--- src/rtl/axi_slave_package.sv ---
`default_nettype none
// ============================================================================
// Module      : axi_slave_package
// Description : Shared types and helpers for the AXI slave bridge: the
//               requester-recorder entry layout, AXI RESP encodings, PCIe
//               completion status encodings and the status-to-RESP mapping.
// Revision    : 1.0 - initial release
// ============================================================================
package axi_slave_package;

    // Requester recorder geometry
    localparam int REQUESTER_RECORDER_ADDR_WIDTH = 5;
    localparam int RECORDER_ID_WIDTH             = 8;
    localparam int RECORDER_BC_WIDTH             = 13;
    localparam int REQUESTER_RECORDER_WIDTH      = 2 + RECORDER_ID_WIDTH + RECORDER_BC_WIDTH;

    // One outstanding request, packed MSB to LSB
    typedef struct packed {
        logic                         valid;
        logic                         is_write;
        logic [RECORDER_ID_WIDTH-1:0] axi_id;
        logic [RECORDER_BC_WIDTH-1:0] rem_bytes;
    } recorder_entry_t;

    // AXI RESP encodings
    localparam logic [1:0] AXI_RESP_OKAY   = 2'b00;
    localparam logic [1:0] AXI_RESP_EXOKAY = 2'b01;
    localparam logic [1:0] AXI_RESP_SLVERR = 2'b10;
    localparam logic [1:0] AXI_RESP_DECERR = 2'b11;

    // PCIe completion status encodings
    localparam logic [2:0] CPL_STATUS_SC  = 3'b000;
    localparam logic [2:0] CPL_STATUS_UR  = 3'b001;
    localparam logic [2:0] CPL_STATUS_CRS = 3'b010;
    localparam logic [2:0] CPL_STATUS_CA  = 3'b100;

    // Unsupported Request means nothing answers at that address, so it maps
    // to DECERR; every other failure is reported as a slave error.
    function automatic logic [1:0] cpl_status_to_resp(input logic [2:0] status);
        logic [1:0] resp;
        case (status)
            CPL_STATUS_SC: resp = AXI_RESP_OKAY;
            CPL_STATUS_UR: resp = AXI_RESP_DECERR;
            default:       resp = AXI_RESP_SLVERR;
        endcase
        return resp;
    endfunction

endpackage
`default_nettype wire

--- src/rtl/completion_tag_matcher.sv ---
`default_nettype none
// ============================================================================
// Module      : completion_tag_matcher
// Description : Matches parsed PCIe completion headers against the requester
//               recorder (indexed by tag), updates or retires the entry and
//               emits one AXI response descriptor per completion. Completions
//               to non-outstanding tags are flagged and counted.
// Ports       : clk/ARESET      - clock, async active-high reset
//               cpl_*           - completion header in (valid/ready)
//               resp_rd_*       - recorder combinational read port
//               resp_wr_*       - recorder write port
//               rsp_*           - AXI response descriptor out (valid/ready)
//               unexp_cpl/cnt   - unmatched completion pulse / saturating count
// Revision    : 1.0 - initial release
// ============================================================================
module completion_tag_matcher
    import axi_slave_package::*;
#(
    parameter int TAG_WIDTH = REQUESTER_RECORDER_ADDR_WIDTH,
    parameter int ID_WIDTH  = RECORDER_ID_WIDTH,
    parameter int BC_WIDTH  = RECORDER_BC_WIDTH
) (
    input  logic                                clk,
    input  logic                                ARESET,
    input  logic                                cpl_valid,
    output logic                                cpl_ready,
    input  logic [TAG_WIDTH-1:0]                cpl_tag,
    input  logic [2:0]                          cpl_status,
    input  logic [11:0]                         cpl_byte_count,
    input  logic [9:0]                          cpl_length_dw,
    output logic [TAG_WIDTH-1:0]                resp_rd_addr,
    input  logic [REQUESTER_RECORDER_WIDTH-1:0] resp_rd_data,
    output logic                                resp_wr_en,
    output logic [TAG_WIDTH-1:0]                resp_wr_addr,
    output logic [REQUESTER_RECORDER_WIDTH-1:0] resp_wr_data,
    output logic                                rsp_valid,
    input  logic                                rsp_ready,
    output logic [ID_WIDTH-1:0]                 rsp_id,
    output logic [1:0]                          rsp_resp,
    output logic                                rsp_last,
    output logic                                rsp_is_write,
    output logic                                unexp_cpl,
    output logic [7:0]                          unexp_cnt
);

    localparam int c_EW = REQUESTER_RECORDER_WIDTH;

    localparam logic [1:0] c_ST_IDLE   = 2'd0;
    localparam logic [1:0] c_ST_LOOKUP = 2'd1;
    localparam logic [1:0] c_ST_WRITE  = 2'd2;
    localparam logic [1:0] c_ST_RESP   = 2'd3;

    logic [1:0]          r_state;
    logic [1:0]          w_next_state;

    logic [TAG_WIDTH-1:0] r_tag;
    logic [2:0]           r_status;
    logic [BC_WIDTH-1:0]  r_bc;
    logic [BC_WIDTH:0]    r_len_bytes;
    logic [c_EW-1:0]      r_entry;
    logic [7:0]           r_unexp_cnt;
    logic [ID_WIDTH-1:0]  r_rsp_id;
    logic [1:0]           r_rsp_resp;
    logic                 r_rsp_last;
    logic                 r_rsp_is_write;

    logic [BC_WIDTH-1:0]  w_bc_in;
    logic [BC_WIDTH:0]    w_len_in;
    logic                 w_last;
    logic [BC_WIDTH-1:0]  w_rem;
    logic                 w_hit;
    logic                 w_unused;

    // Byte Count of zero encodes a full 4 KiB.
    assign w_bc_in  = (cpl_byte_count == 12'd0) ? BC_WIDTH'(4096) : BC_WIDTH'(cpl_byte_count);
    assign w_len_in = (BC_WIDTH+1)'({cpl_length_dw, 2'b00});

    assign w_hit = resp_rd_data[c_EW-1];

    // An error ends the request, writes complete in one shot, and a read is
    // done once this completion carries all the bytes still outstanding.
    assign w_last = (r_status != CPL_STATUS_SC) || r_entry[c_EW-2] ||
                    ({1'b0, r_bc} <= r_len_bytes);
    // Only used when not last, so byte count exceeds payload and cannot wrap.
    assign w_rem  = r_bc - r_len_bytes[BC_WIDTH-1:0];

    // The stored remaining-byte field is superseded by the header byte count.
    assign w_unused = ^r_entry[BC_WIDTH-1:0];

    // ------------------------------------------------------------------
    // State register
    // ------------------------------------------------------------------
    always_ff @(posedge clk or posedge ARESET) begin
        if (ARESET) begin
            r_state <= c_ST_IDLE;
        end else begin
            r_state <= w_next_state;
        end
    end

    // ------------------------------------------------------------------
    // Next state and strobes
    // ------------------------------------------------------------------
    always_comb begin
        w_next_state = r_state;
        cpl_ready    = 1'b0;
        resp_wr_en   = 1'b0;
        resp_wr_data = '0;
        rsp_valid    = 1'b0;
        unexp_cpl    = 1'b0;
        case (r_state)
            c_ST_IDLE: begin
                cpl_ready = ~ARESET;
                if (cpl_valid) begin
                    w_next_state = c_ST_LOOKUP;
                end
            end
            c_ST_LOOKUP: begin
                if (w_hit) begin
                    w_next_state = c_ST_WRITE;
                end else begin
                    unexp_cpl    = 1'b1;
                    w_next_state = c_ST_IDLE;
                end
            end
            c_ST_WRITE: begin
                resp_wr_en   = 1'b1;
                // All-zeros retires the entry; otherwise keep valid/is_write/id.
                resp_wr_data = w_last ? '0 : {r_entry[c_EW-1:BC_WIDTH], w_rem};
                w_next_state = c_ST_RESP;
            end
            c_ST_RESP: begin
                rsp_valid = 1'b1;
                if (rsp_ready) begin
                    w_next_state = c_ST_IDLE;
                end
            end
            default: begin
                w_next_state = c_ST_IDLE;
            end
        endcase
    end

    // ------------------------------------------------------------------
    // Datapath registers
    // ------------------------------------------------------------------
    always_ff @(posedge clk or posedge ARESET) begin
        if (ARESET) begin
            r_tag          <= '0;
            r_status       <= '0;
            r_bc           <= '0;
            r_len_bytes    <= '0;
            r_entry        <= '0;
            r_unexp_cnt    <= '0;
            r_rsp_id       <= '0;
            r_rsp_resp     <= '0;
            r_rsp_last     <= 1'b0;
            r_rsp_is_write <= 1'b0;
        end else begin
            case (r_state)
                c_ST_IDLE: begin
                    if (cpl_valid) begin
                        r_tag       <= cpl_tag;
                        r_status    <= cpl_status;
                        r_bc        <= w_bc_in;
                        r_len_bytes <= w_len_in;
                    end
                end
                c_ST_LOOKUP: begin
                    r_entry <= resp_rd_data;
                    if (!w_hit && (r_unexp_cnt != 8'hFF)) begin
                        r_unexp_cnt <= r_unexp_cnt + 8'd1;
                    end
                end
                c_ST_WRITE: begin
                    r_rsp_id       <= r_entry[c_EW-3 -: ID_WIDTH];
                    r_rsp_resp     <= cpl_status_to_resp(r_status);
                    r_rsp_last     <= w_last;
                    r_rsp_is_write <= r_entry[c_EW-2];
                end
                default: begin
                end
            endcase
        end
    end

    assign resp_rd_addr = r_tag;
    assign resp_wr_addr = r_tag;
    assign rsp_id       = r_rsp_id;
    assign rsp_resp     = r_rsp_resp;
    assign rsp_last     = r_rsp_last;
    assign rsp_is_write = r_rsp_is_write;
    assign unexp_cnt    = r_unexp_cnt;

endmodule
`default_nettype wire

--- config.mk ---
export PLATFORM = sky130hd
export DESIGN_NAME = completion_tag_matcher
export DESIGN_NICKNAME = d
export VERILOG_FILES = /design/src/rtl/axi_slave_package.sv /design/src/rtl/completion_tag_matcher.sv
export SDC_FILE = /design/constraint.sdc
export NUM_CORES = 1
export LEC_CHECK = 0
export ABC_AREA = 1
export CORE_MARGIN = 2
export CORE_UTILIZATION = 46
export CTS_BUF_LIST = sky130_fd_sc_hd__clkbuf_8 sky130_fd_sc_hd__clkbuf_16
export CTS_CLUSTER_SIZE = 40
export DETAILED_ROUTE_END_ITERATION = 16
export PLACE_DENSITY_LB_ADDON = 0.05
export SLEW_MARGIN = 20
export SYNTH_ARGS = -nofsm -noshare
export SYNTH_HDL_FRONTEND = slang
export SYNTH_SLANG_ARGS = --single-unit
--- constraint.sdc ---
create_clock -name clk -period 2.9 [get_ports clk]
set_clock_uncertainty 0.1 [all_clocks]
set_input_delay 0.58 -clock clk [delete_from_list [all_inputs] [get_ports clk]]
set_output_delay 0.58 -clock clk [all_outputs]
set_load 0.03 [all_outputs]
==> flow_results.org <==
** Cells and area
- Antenna cell count :: 0
- Fraction of layout cells with a size suffix above 1 :: 20.1%
- Commonest non-fill, non-tap cells in the layout :: sky130_fd_sc_hd__nand2_1 (134), sky130_fd_sc_hd__clkdlybuf4s50_1 (77), sky130_fd_sc_hd__dfrtp_1 (63), sky130_fd_sc_hd__inv_1 (51)
- Relative area change from synthesis to final layout :: 44.4%
- Leaving out fill and tap cells, the most frequent cell in the layout is sky130_fd_sc_hd__nand2_1.
- Nets :: 606

** Critical path
- At the worst endpoint, the required time is 2220 ps.
- Critical path origin :: r_bc[9]$_DFFE_PP0P_
- Arrival @ worst endpoint :: 2150 ps
- Worst path most repeated cell :: sky130_fd_sc_hd__nor2_2
- The worst register-to-register path begins at r_state[0]$_DFFE_PP0P_.
- The worst setup path is launched from a flip-flop.
- Critical path type :: reg2out
- Endpoint type of the worst setup path :: output port
- CP max stage delay :: 410 ps
- On the critical path, the stage with the largest delay is an instance of sky130_fd_sc_hd__dfrtp_1.
- Along the worst path, the maximum fanout reaches 9.
- Worst-path cell chain :: ha_4, nand2_1, nor2_2, nand2_1, nor2_2, nor2_2, nand2_4, bufbuf_16, nor2_2, buf_4

** Clocking
- Counting the buffers created by CTS gives 9.
- The clock passes through at most 2 buffers.
- The H-tree generated during clock tree synthesis spans 3 levels.
- Library cell used as clock root buffer :: sky130_fd_sc_hd__clkbuf_8
- TritonCTS clock tree :: built
- After clock tree synthesis, the clock-pin slew on the worst setup and hold paths is 70 ps.
- Worst skew pair latency :: 340 ps
- Clock Sinks :: 63

** Worst hold path
- Source of the worst hold timing path :: r_status[2]$_DFFE_PP0P_
- Min-Delay Path Class :: reg2reg

** Logic synthesis
- Counting every net in the synthesized netlist gives 504.
- Dominant combinational cell family by area after synthesis :: simple AND/OR/NAND/NOR gates
- Dividing the synthesized area by the synthesized cell count gives 7.74 um^2.
- Post-synth design cell area :: 3370 um^2
- Summing the areas of all and, or, nand and nor instances in the mapped netlist gives 29.1% of the synthesized area.
- Number of unique standard cell types used by synthesis :: 25
- The portion of synthesized area spent on multiplexers is 0.334%.
- Synthesis produced a netlist whose cell count is 435.
- After Yosys synthesis, XOR and XNOR cells account for 2.60% of the synthesized area.
- Portion of the post-synthesis area used by sequential elements :: 46.8%
- Counting flops and latches in the post-synthesis netlist gives 63.
- During synthesis, Yosys emitted a total of 0 warnings.
- The synthesized netlist devotes 6.76% of its cell area to compound gates.
- Post-Synth Adder-Cell Area :: 4.68%

** STA
- Final Hold Viols :: 0
- Counting I/O delays and the setup requirement, the final critical path takes 2830 ps.
- Setup violations remaining at the end of the flow were counted as 0.
- Timing would allow up to 0.354 GHz.
- Summed over all failing endpoints, the final setup total negative slack is 0 ps.
- Slew @ Worst Pin :: 689 ps
- Max-Slew Margin vs Limit :: 54.0%
- Period utilisation layout :: 97.5%
- Final count of pins violating max slew :: 0
- Tightest hold margin :: 380 ps
- Smallest setup slack after layout :: 72.6 ps

** Floorplanning
- In this run the horizontal extent of the chip is 89.6 um.
- Pin placement for this block handled 114 I/O pins.
- In this run the standard cell core region covers 7180 um^2.
- Die boundary height :: 89.6 um
- Number of rows created at floorplan :: 31
- Full die area :: 8020 um^2
- Initial core utilization :: 46.9%

** Global route
- The first global-routing pass estimated 12.5 mm of wire.
- In the global route stage, overall resource usage came out at 20.4%.
- Number of global-route vias before repair :: 2846
- Overflow after GRT :: 0
- The number of antenna violations at the first check in global routing is 0.
- Largest net degree at the start of global routing :: 64

** Drt
- After detailed routing, the number of remaining DRC violations is 0.
- Topmost layer with routed signal wires :: met4
- The first routing iteration left 107 violations.
- Final wirelength :: 7.97 mm
- Routed length on met3 :: 427 um
- Dividing the detail-routed via count by the number of cells gives 4.71.
- Wire length on met2 :: 3.80 mm
- TritonRoute pass-1 iters :: 4
- Wire length on met1 :: 3.64 mm
- After detailed routing, the average wire length per cell comes to 12.4 um.
- Via count :: 3020
- In this run the remaining antenna-violating nets after routing total 0.

** Pwr
- PD cells :: 1180 nW/um^2
- Summing internal, switching and leakage power gives 5760 uW.
- Peak supply drop :: 0.623 mV
- Summed over all cells, the static leakage comes to 0.00236 uW.

** Placed design
- OpenSTA, run right after detailed placement, puts the worst setup slack at 305 ps.
- Routability congestion estimate from global placement :: 0.867
- Summed over all nets, the half-perimeter wirelength after detailed placement is 5.61 mm.
- The count of buffers added on input and output ports is 99.

** Run
- Max-cap violations in this run came to 0.

** Status
- The flow ran to the end, and the final reports show no timing, DRC or antenna violations.
synthesized netlist by cell type, drive strengths merged:
master	n	area [um^2]
nand4	4	25.0
conb	1	3.75
xor2	4	35.0
o21ai	30	150
xnor2	6	52.6
mux2	1	11.3
inv	59	221
nor3	3	15.0
dfrtp	63	1580
nor2	60	298
nand3	14	70.1
nand3b	4	30.0
fa	1	20.0
o31ai	1	7.51
nor4	1	6.26
ha	11	138
a21oi	14	70.1
clkbuf	9	33.8
buf	8	67.6
nand2	141	537
routing by layer:
| metal | track usage, % | vias up |
|---|---|---|
| li1 | - | 1538 |
| met1 | 26.4 | 1380 |
| met2 | 32.8 | 92 |
| met3 | 4.57 | 10 |
| met4 | 8.96 | 0 |
| met5 | 0 | - |
critical path, delay by kind of cell, from the launching register on:
family                   cells  cell delay (ps)
buffers and inverters        2              440
AND/OR/NAND/NOR              7              650
adder cells (fa/ha/maj)      1              310
flip-flops                   1              410
path summary, 6_finish.rpt:
check | endpoint | slack (ps) | cells past startpoint
min in group asynchronous | unexp_cnt[2]$_DFFE_PP0P_ | 560 | 3
hold reg to reg | rsp_resp[0]$_DFFE_PP0P_ | 380 | 1
setup reg to reg | r_bc[6]$_DFFE_PP0P_ | 1190 | 5
hold / removal | rsp_resp[0]$_DFFE_PP0P_ | 380 | 1
setup / recovery | resp_wr_data[20] | 70 | 10
max in group asynchronous | r_bc[4]$_DFFE_PP0P_ | 1880 | 3
sequential cells by signal, indices dropped and copies added (netlist names), named ones only:
register and flops:
r_bc 13, r_entry 10, r_len_bytes 10, rsp_id 8
unexp_cnt 8, resp_rd_addr 5, r_status 3, rsp_resp 2
r_state 1, rsp_is_write 1, rsp_last 1
cell type report:
class,count,area [um^2]
inverters,59,224
repair buffers,108,1090
clock buffers,9,124
flip-flops and latches,63,1580
multi-input cells,296,1650
fillers,628,2310
clock inverters,7,72.6
well taps,99,124
cell families (layout without fill, tap and decap cells):
logic type / Yosys count / count (layout)
flip-flops: 63 / 63
buffers and inverters: 76 / 183
adder cells (fa/ha/maj): 12 / 12
AND/OR/NAND/NOR: 227 / 227
multiplexers: 1 / 1
XOR/XNOR: 10 / 10
other: 1 / 1
AO/OA/AOI/OAI: 45 / 45
through the flow:
step	cells	area (um^2)	utilization [%]
2_1_floorplan	435	3370	-
3_3_place_gp	620	4410	61.4
3_5_place_dp	620	4410	61.4
4_1_cts	638	4770	66.4
5_1_grt	641	4860	67.8
6_report	641	4860	67.8
timing repair:
action	CTS	global route
gates cloned	1	0
endpoints found under the setup margin	20	13
gates resized for setup	14	25
pin swaps	1	11
setup buffers	1	3
hold buffers	0	0
where the power goes:
part	switching (uW)	internal (uW)
registers	258	1290
logic	2070	1390
clock network	359	398
total	2690	3070
(Power assumes the default switching activity.)
